## src/rtl/muldiv_unit.sv

```systemverilog
// muldiv_unit: iterative radix-2 multiply/divide unit that owns the HI/LO pair.
// MULT/MULTU use shift-add and DIV/DIVU use restoring division, one bit per cycle.
// Signed operations run on magnitudes and fix the result sign in FIX.
// MTHI/MTLO write HI/LO directly from IDLE with no busy cycle.
module muldiv_unit #(
    parameter int unsigned WIDTH = 32
) (
    input  logic             clk,
    input  logic             reset_n,
    input  logic             start,
    input  logic [2:0]       op,
    input  logic [WIDTH-1:0] a,
    input  logic [WIDTH-1:0] b,
    output logic             busy,
    output logic             done,
    output logic [WIDTH-1:0] hi,
    output logic [WIDTH-1:0] lo
);

    typedef enum logic [1:0] {
        S_IDLE,
        S_RUN,
        S_FIX,
        S_DONE
    } state_e;

    typedef enum logic [2:0] {
        OP_MULT  = 3'b000,
        OP_MULTU = 3'b001,
        OP_DIV   = 3'b010,
        OP_DIVU  = 3'b011,
        OP_MTHI  = 3'b100,
        OP_MTLO  = 3'b101
    } op_e;

    localparam logic [WIDTH-1:0] CNT_INIT = WIDTH'(WIDTH);
    localparam logic [WIDTH-1:0] CNT_ONE  = WIDTH'(1);

    state_e             r_state;
    state_e             w_next;

    logic [WIDTH-1:0]   r_cnt;
    logic               r_is_div;
    logic               r_neg_res;   // quotient/product must be negated
    logic               r_neg_rem;   // remainder takes the sign of the dividend
    logic               r_dz;        // divide by zero
    logic [WIDTH-1:0]   r_opnd;      // multiplicand or divisor magnitude
    logic [2*WIDTH-1:0] r_acc;       // product accumulator; quotient in the low half for divides
    logic [WIDTH-1:0]   r_rem;       // partial remainder

    logic               w_launch;
    logic               w_mt;
    logic               w_signed_op;
    logic [WIDTH-1:0]   w_abs_a;
    logic [WIDTH-1:0]   w_abs_b;
    logic [WIDTH-1:0]   w_addend;
    logic [WIDTH:0]     w_sum;
    logic [WIDTH:0]     w_shift;
    logic [WIDTH:0]     w_trial;
    logic [2*WIDTH-1:0] w_prod_fix;
    logic [WIDTH-1:0]   w_quo_fix;
    logic [WIDTH-1:0]   w_rem_fix;

    assign w_launch    = (r_state == S_IDLE) && start && (op[2] == 1'b0);
    assign w_mt        = (r_state == S_IDLE) && start && (op[2:1] == 2'b10);
    assign w_signed_op = ~op[0];
    assign w_abs_a     = (w_signed_op && a[WIDTH-1]) ? -a : a;
    assign w_abs_b     = (w_signed_op && b[WIDTH-1]) ? -b : b;

    // Shift-add step: add the multiplicand into the upper half when the current multiplier bit is set.
    assign w_addend = r_acc[0] ? r_opnd : '0;
    assign w_sum    = {1'b0, r_acc[2*WIDTH-1:WIDTH]} + {1'b0, w_addend};

    // Restoring step: bring in the next dividend bit; a set bit WIDTH of the trial means it went negative.
    assign w_shift  = {r_rem, r_acc[WIDTH-1]};
    assign w_trial  = w_shift - {1'b0, r_opnd};

    // Divide by zero yields an all-ones quotient; the remainder equals |a|, so restoring the
    // dividend sign reproduces the original a exactly.
    assign w_prod_fix = r_neg_res ? -r_acc : r_acc;
    assign w_quo_fix  = r_dz ? '1 : (r_neg_res ? -r_acc[WIDTH-1:0] : r_acc[WIDTH-1:0]);
    assign w_rem_fix  = r_neg_rem ? -r_rem : r_rem;

    // State register with registered busy/done derived from the next state.
    always_ff @(posedge clk or negedge reset_n) begin
        if (!reset_n) begin
            r_state <= S_IDLE;
            busy    <= 1'b0;
            done    <= 1'b0;
        end else begin
            r_state <= w_next;
            busy    <= (w_next == S_RUN) || (w_next == S_FIX);
            done    <= (w_next == S_DONE);
        end
    end

    // Next-state logic.
    always_comb begin
        w_next = r_state;
        case (r_state)
            S_IDLE:  if (w_launch) w_next = S_RUN;
            S_RUN:   if (r_cnt == CNT_ONE) w_next = S_FIX;
            S_FIX:   w_next = S_DONE;
            S_DONE:  w_next = S_IDLE;
            default: w_next = S_IDLE;
        endcase
    end

    // Operand capture, iteration datapath and HI/LO writes.
    always_ff @(posedge clk or negedge reset_n) begin
        if (!reset_n) begin
            r_cnt     <= '0;
            r_is_div  <= 1'b0;
            r_neg_res <= 1'b0;
            r_neg_rem <= 1'b0;
            r_dz      <= 1'b0;
            r_opnd    <= '0;
            r_acc     <= '0;
            r_rem     <= '0;
            hi        <= '0;
            lo        <= '0;
        end else begin
            case (r_state)
                S_IDLE: begin
                    if (w_launch) begin
                        r_is_div  <= op[1];
                        r_neg_res <= w_signed_op && (a[WIDTH-1] ^ b[WIDTH-1]);
                        r_neg_rem <= w_signed_op && a[WIDTH-1];
                        r_dz      <= op[1] && (b == '0);
                        r_cnt     <= CNT_INIT;
                        r_rem     <= '0;
                        r_opnd    <= op[1] ? w_abs_b : w_abs_a;
                        r_acc     <= {{WIDTH{1'b0}}, (op[1] ? w_abs_a : w_abs_b)};
                    end else if (w_mt) begin
                        if (op == OP_MTHI) begin
                            hi <= a;
                        end else begin
                            lo <= a;
                        end
                    end
                end
                S_RUN: begin
                    r_cnt <= r_cnt - CNT_ONE;
                    if (r_is_div) begin
                        r_rem              <= w_trial[WIDTH] ? w_shift[WIDTH-1:0] : w_trial[WIDTH-1:0];
                        r_acc[WIDTH-1:0]   <= {r_acc[WIDTH-2:0], ~w_trial[WIDTH]};
                    end else begin
                        r_acc <= {w_sum, r_acc[WIDTH-1:1]};
                    end
                end
                S_FIX: begin
                    if (r_is_div) begin
                        hi <= w_rem_fix;
                        lo <= w_quo_fix;
                    end else begin
                        hi <= w_prod_fix[2*WIDTH-1:WIDTH];
                        lo <= w_prod_fix[WIDTH-1:0];
                    end
                end
                default: begin
                end
            endcase
        end
    end

endmodule

```

## config.mk

```make
export PLATFORM = sky130hd
export DESIGN_NAME = muldiv_unit
export DESIGN_NICKNAME = d
export VERILOG_FILES = /design/src/rtl/muldiv_unit.sv
export SDC_FILE = /design/constraint.sdc
export NUM_CORES = 1
export LEC_CHECK = 0
export CORE_MARGIN = 2
export CORE_UTILIZATION = 55
export DETAILED_ROUTE_END_ITERATION = 8
export PLACE_DENSITY_LB_ADDON = 0.08
export REMOVE_ABC_BUFFERS = 1
export SYNTH_ARGS = -nofsm -noshare
export SYNTH_HDL_FRONTEND = slang
export SYNTH_SLANG_ARGS = --single-unit
```

## constraint.sdc

```tcl
create_clock -name clk -period 4.7 [get_ports clk]
set_clock_uncertainty 0.15 [all_clocks]
set_input_delay 1.41 -clock clk [delete_from_list [all_inputs] [get_ports clk]]
set_output_delay 1.41 -clock clk [all_outputs]
set_load 0.02 [all_outputs]
```

==> results.toml, run 1 <==
[yosys]
yosysWarnings = 0
synth_cell_types = 76
synth_top_area_share_pct = 32.5
netlist_top_cells_count = "nand2_1 (301), o21ai_0 (278), dfrtp_1 (232)"
synth_edf_count = 0
synth_area_um2 = 17900
synth_top_area_cell = "dfrtp_1"
synth-seq-cells = 232
netlist_top_cells_area = "dfrtp_1 (32%), o21ai_0 (7.8%), nand2_1 (6.3%)"
async_flop_share_pct = 100
syn_avg_cell_area_um2 = 8.00
ys_seq_area_share_pct = 32.5
synth_flop_cell = "dfrtp_1"
synthCells = 2232
synth_most_common_cell = "nand2_1"

[die]
fp.dieW_um = 184
fp.dieH_um = 184
rows = 65
ios = 136
dieArea_um2 = 33900
floorplan.initialDensity_pct = 56.2
core_area_um2 = 31800

[cells_and_area]
area_delta_synth_final_pct = 15.9
fin_area_um2 = 20700
nNetsFinal = 2463
antenna_cells = 0
drive_above_1_share_pct = 6.15

[pwr]
p_comb_share_pct = 31.7
peakVddDrop_uv = 295
fin_total_pwr_mw = 7.57
clkPwrFrac_pct = 30.3
intPower_mw = 4.75
p_leak_nw = 8.28
power.switching_mw = 2.82
seqPwrFrac_pct = 38.1
p_sw_share_pct = 37.2
power.density_nw_per_um2 = 365

[grt]
antenna_found_initial = 0
grt_pass1_wl_um = 93000
grt_max_degree = 88
grt_overflow = 0
track_usage_pct = 34.9
grt_pass1_vias = 16700

[routing]
drc = 0
antenna_left = 0
dr.pass1.iters = 5
drt_iter0_markers = 1470
wl_per_cell_um = 21.2
wirelength_um = 58900
vias = 17500
avgViaCountPerCell = 6.30

[status]
outcome = "completed"

[clock_tree]
tritoncts = "done"
cts_buffers = 28
cts.path.max_buffers = 3
htreeDepth = 1
cts_setup_buffers = 0
cts_resized = 0
ctsHoldBuffers = 0
root_buffer = "clkbuf_16"
clkTransAtPathRegs_ns = 0.06
clock_latency_ns = 0.58
cts_sinks = 232

[hold_path]
whs_path_depth = 1
hp-start = "r_cnt[16]"
whs_endpoint = "r_cnt[16]"
hp-class = "flip-flop to flip-flop"

[timing]
maxSlewViolCount = 0
fmax_mhz = 244
hold_ws_ns = 0.318
finalSetupViolations = 0
setup_slack_ns = 0.599
period_share_pct = 87.3
rsz0062_at_grt = "false"
hold_violations = 0
period_minus_slack_ns = 4.10
worst_slew_pin_slew_ns = 1.16
maxSlewHeadroom_pct = 22.7

[flow_run]
maxCapViolations = 0

[setup_path]
worst-r2r-cell-count = 12
crit_fanout = 7
worstSetupEndpointType = "flip-flop"
r2r_slack_ns = 0.68
r2r-end = "r_rem[2]"
cp-startpoint = "a[7]"
cp_data_arrival_time_ns = 4.38
critical_path_required_ns = 4.98
critPathKind = "input port to flip-flop"
rr_startpoint = "r_acc[31]"
startpoint_type = "input port"

[placed_design]
dp_hpwl_um = 43300
pre_cts_slack_ns = 0.0644
gp_congestion = 0.934
postPlaceCellArea_um2 = 19800
io_buffers = 135
area by class of cell:
type / count / area (µm²)
flip-flops and latches: 232 / 5810
inverters: 64 / 240
clock inverters: 5 / 75.1
fillers: 2802 / 11100
repair buffers: 195 / 1840
multi-input cells: 1800 / 11300
clock buffers: 46 / 880
well taps: 435 / 544
critical path, stage by stage:
cell and delay [ns]:
clkdlybuf4s50_1 0.50, or4_1 0.61, nor4b_1 0.33, buf_4 0.18
and3b_1 0.22, and2_1 0.37, a31oi_1 0.16, xnor2_1 0.23
nand2_1 0.08, a31oi_1 0.20, o21ai_0 0.10
sequential cells by signal, summed over array words and instances (netlist names):
signal     cells
busy           1
done           1
hi            32
lo            32
r_acc         64
r_cnt         32
r_dz           1
r_is_div       1
r_neg_rem      1
r_neg_res      1
r_opnd        32
r_rem         32
r_state        2
routing by layer:
metal  vias up  GRT usage [%]  wire, µm
met1      8383           47.1     25600
li1       8251              -         -
met2       701           55.5     26200
met3       159           4.98      4010
met5         -              0         0
met4         0           16.1      3060
metrics by stage:
| step | std cells | util [%] | TNS [ns] |
|---|---|---|---|
| floorplan | 2096 | - | -3.99 |
| global placement | 2726 | 62.1 | 0 |
| detailed placement | 2726 | 62.1 | 0 |
| CTS | 2777 | 65.1 | 0 |
| global route | 2777 | 65.1 | 0 |
| finish | 2777 | 65.1 | 0 |
power groups by stage:
stage | sequential (mW) | clock [mW] | combinational (mW)
after floorplan | 2.72 | 0 | 1.76
after CTS | 2.85 | 2.30 | 2.37
after detailed placement | 2.89 | 0 | 2.35
after global placement | 2.88 | 0 | 2.29
after global routing | 2.93 | 2.39 | 2.68
final | 2.88 | 2.29 | 2.40
cell families after synthesis:
logic type / synth area share (%)
simple gates: 19.4
buf+inv: 4.30
flops: 32.5
compound gates: 24.2
xor+xnor: 9.17
mux: 5.37
fa+ha+maj: 5.13
layout by cell type, fill, tap and decap left out, drive strengths merged, types with 6 or more instances in the layout:
cell,count
a211oi,17
a21o,33
a21oi,157
a311oi,9
a31oi,26
and2,8
and3,15
buf,62
clkbuf,46
clkdlybuf4s50,133
dfrtp,232
ha,70
inv,63
mux2,6
mux2i,89
nand2,302
nand2b,25
nand3,63
nand4,19
nor2,163
nor2b,15
nor3,36
nor4,22
o211ai,18
o21a,10
o21ai,282
o22a,9
o22ai,33
o311ai,12
o31ai,40
o41ai,22
or2,9
or3,21
or4,18
xnor2,114
xor2,73
how the worst max path moves through the flow:
| stage | cells after the start | to | slack (ns) |
|---|---|---|---|
| global route | 12 | r_rem[2] | 0.41 |
| detailed placement | 11 | r_acc[30] | 0.06 |
| global placement | 11 | r_acc[30] | 0.09 |
| CTS | 11 | r_acc[30] | 0.64 |
| floorplan | 8 | r_acc[63] | -0.31 |
| finish | 11 | r_acc[30] | 0.60 |
Power figures use the tool's default switching activity.
==> inputs of run 2 (changes only) <==
CTS_CLUSTER_SIZE = 12   (was default)
PLACE_DENSITY = 0.78   (was default)
PLACE_DENSITY_LB_ADDON = default   (was 0.08)
==> results.toml, run 2 (synthesis results as in run 1) <==
[clock_tree]
cts_resized = 0
root_buffer = "clkbuf_16"
cts_buffers = 28
ctsHoldBuffers = 0
clock_latency_ns = 0.56
cts.path.max_buffers = 3
tritoncts = "done"
cts_sinks = 232
clkTransAtPathRegs_ns = 0.05
htreeDepth = 1
cts_setup_buffers = 0

[die]
core_area_um2 = 31800
floorplan.initialDensity_pct = 56.2
ios = 136
dieArea_um2 = 33900
rows = 65
fp.dieW_um = 184
fp.dieH_um = 184

[routing]
drc = 0
vias = 17800
antenna_left = 0
wl_per_cell_um = 20.5
drt_iter0_markers = 1944
avgViaCountPerCell = 6.40
wirelength_um = 56900
dr.pass1.iters = 6

[pwr]
p_leak_nw = 8.26
power.density_nw_per_um2 = 364
peakVddDrop_uv = 317

[placed_design]
io_buffers = 135
dp_hpwl_um = 42500
postPlaceCellArea_um2 = 19700
gp_congestion = 0.994
place_inst = 2724

[setup_path]
critPathKind = "flip-flop to flip-flop"
r2r-end = "r_rem[21]"
crit_fanout = 21
worst-r2r-cell-count = 13
startpoint_type = "flip-flop"
cp_data_arrival_time_ns = 4.38
r2r_slack_ns = 0.55
worstSetupEndpointType = "flip-flop"
critical_path_required_ns = 4.93
rr_startpoint = "r_acc[31]"

[cells_and_area]
drive_above_1_share_pct = 6.03
fin_area_um2 = 20700
top_register = "r_acc"
layout_commonest_cell = "nand2_1"
layout_common_cells = "nand2_1 (300), o21ai_0 (278), dfrtp_1 (230)"
fill_cells = 2761
finish.utilization_pct = 65.0
nNetsFinal = 2461
area_delta_synth_final_pct = 15.7
finalNonFillerCells = 2774
antenna_cells = 0
largest_reg_flops = 64

[timing]
worst_slew_pin_slew_ns = 1.16
maxSlewHeadroom_pct = 22.4
hold_ws_ns = 0.325
maxSlewViolCount = 0
fmax_mhz = 241
hold_violations = 0
period_minus_slack_ns = 4.15
finalSetupViolations = 0
period_share_pct = 88.3
fin_setup_tns_ns = 0
rsz0062_at_grt = "false"

[flow_run]
maxCapViolations = 0

[hold_path]
whs_path_depth = 2
hp-class = "flip-flop to flip-flop"
whs_endpoint = "lo[24]"
hp-start = "lo[24]"

[grt]
grt_max_degree = 97
track_usage_pct = 33.5
antenna_found_initial = 1
grt_overflow = 0
grt_pass1_vias = 16600
grt_pass1_wl_um = 89900

[status]
outcome = "completed"
-- run 2: power by group --
| part | internal (mW) | switching [mW] | total, mW |
|---|---|---|---|
| sequential | 2.30 | 0.591 | 2.89 |
| clock | 1.38 | 0.874 | 2.25 |
| combinational | 1.06 | 1.31 | 2.37 |
-- run 2: layer usage --
metal	share of wire, %	vias up	track usage (%)
li1	-	8248	-
met1	42	8435	44.9
met2	45	917	53.2
met3	8.7	162	5.79
met4	4.9	2	14.8
met5	0.019	-	0
-- run 2: critical path, cell delays in order (launching register included) --
cell,delay [ns]
dfrtp_1,0.45
inv_1,0.13
ha_1,0.26
fa_1,0.39
nand2b_1,0.20
a21o_1,0.21
a211o_1,0.32
nand3_1,0.19
nand4_1,0.21
a211o_1,0.35
nand3_2,0.48
buf_4,0.29
mux2i_1,0.22
o21ai_0,0.12
-- run 2: worst max-delay path by stage --
stage                      to  cells past startpoint  slack (ns)  startpoint
finish              r_rem[21]                     13        0.55   r_acc[31]
global route        r_acc[30]                     12        0.34        a[0]
CTS                 r_rem[26]                     13        0.62   r_acc[31]
detailed placement  r_acc[30]                     10        0.08        a[7]
global placement    r_acc[30]                     10        0.11        a[7]
floorplan           r_acc[63]                      8       -0.31       start
-- run 2: area by class of cell --
type	instances	area [µm²]	share of cell area [%]
multi-input combinational	1800	11300	54.8
sequential	232	5810	28.1
timing repair buffer	193	1800	8.71
clock buffer	43	838	4.06
tap	435	544	2.63
inverter	64	240	1.16
clock inverter	7	110	0.533
-- run 2: per-stage QoR --
step | worst slack (ns) | power, mW
5_1_grt | 0.344 | 7.95
2_1_floorplan | -0.307 | 4.48
6_report | 0.548 | 7.52
3_5_place_dp | 0.0834 | 5.22
4_1_cts | 0.616 | 7.48
3_3_place_gp | 0.106 | 5.15
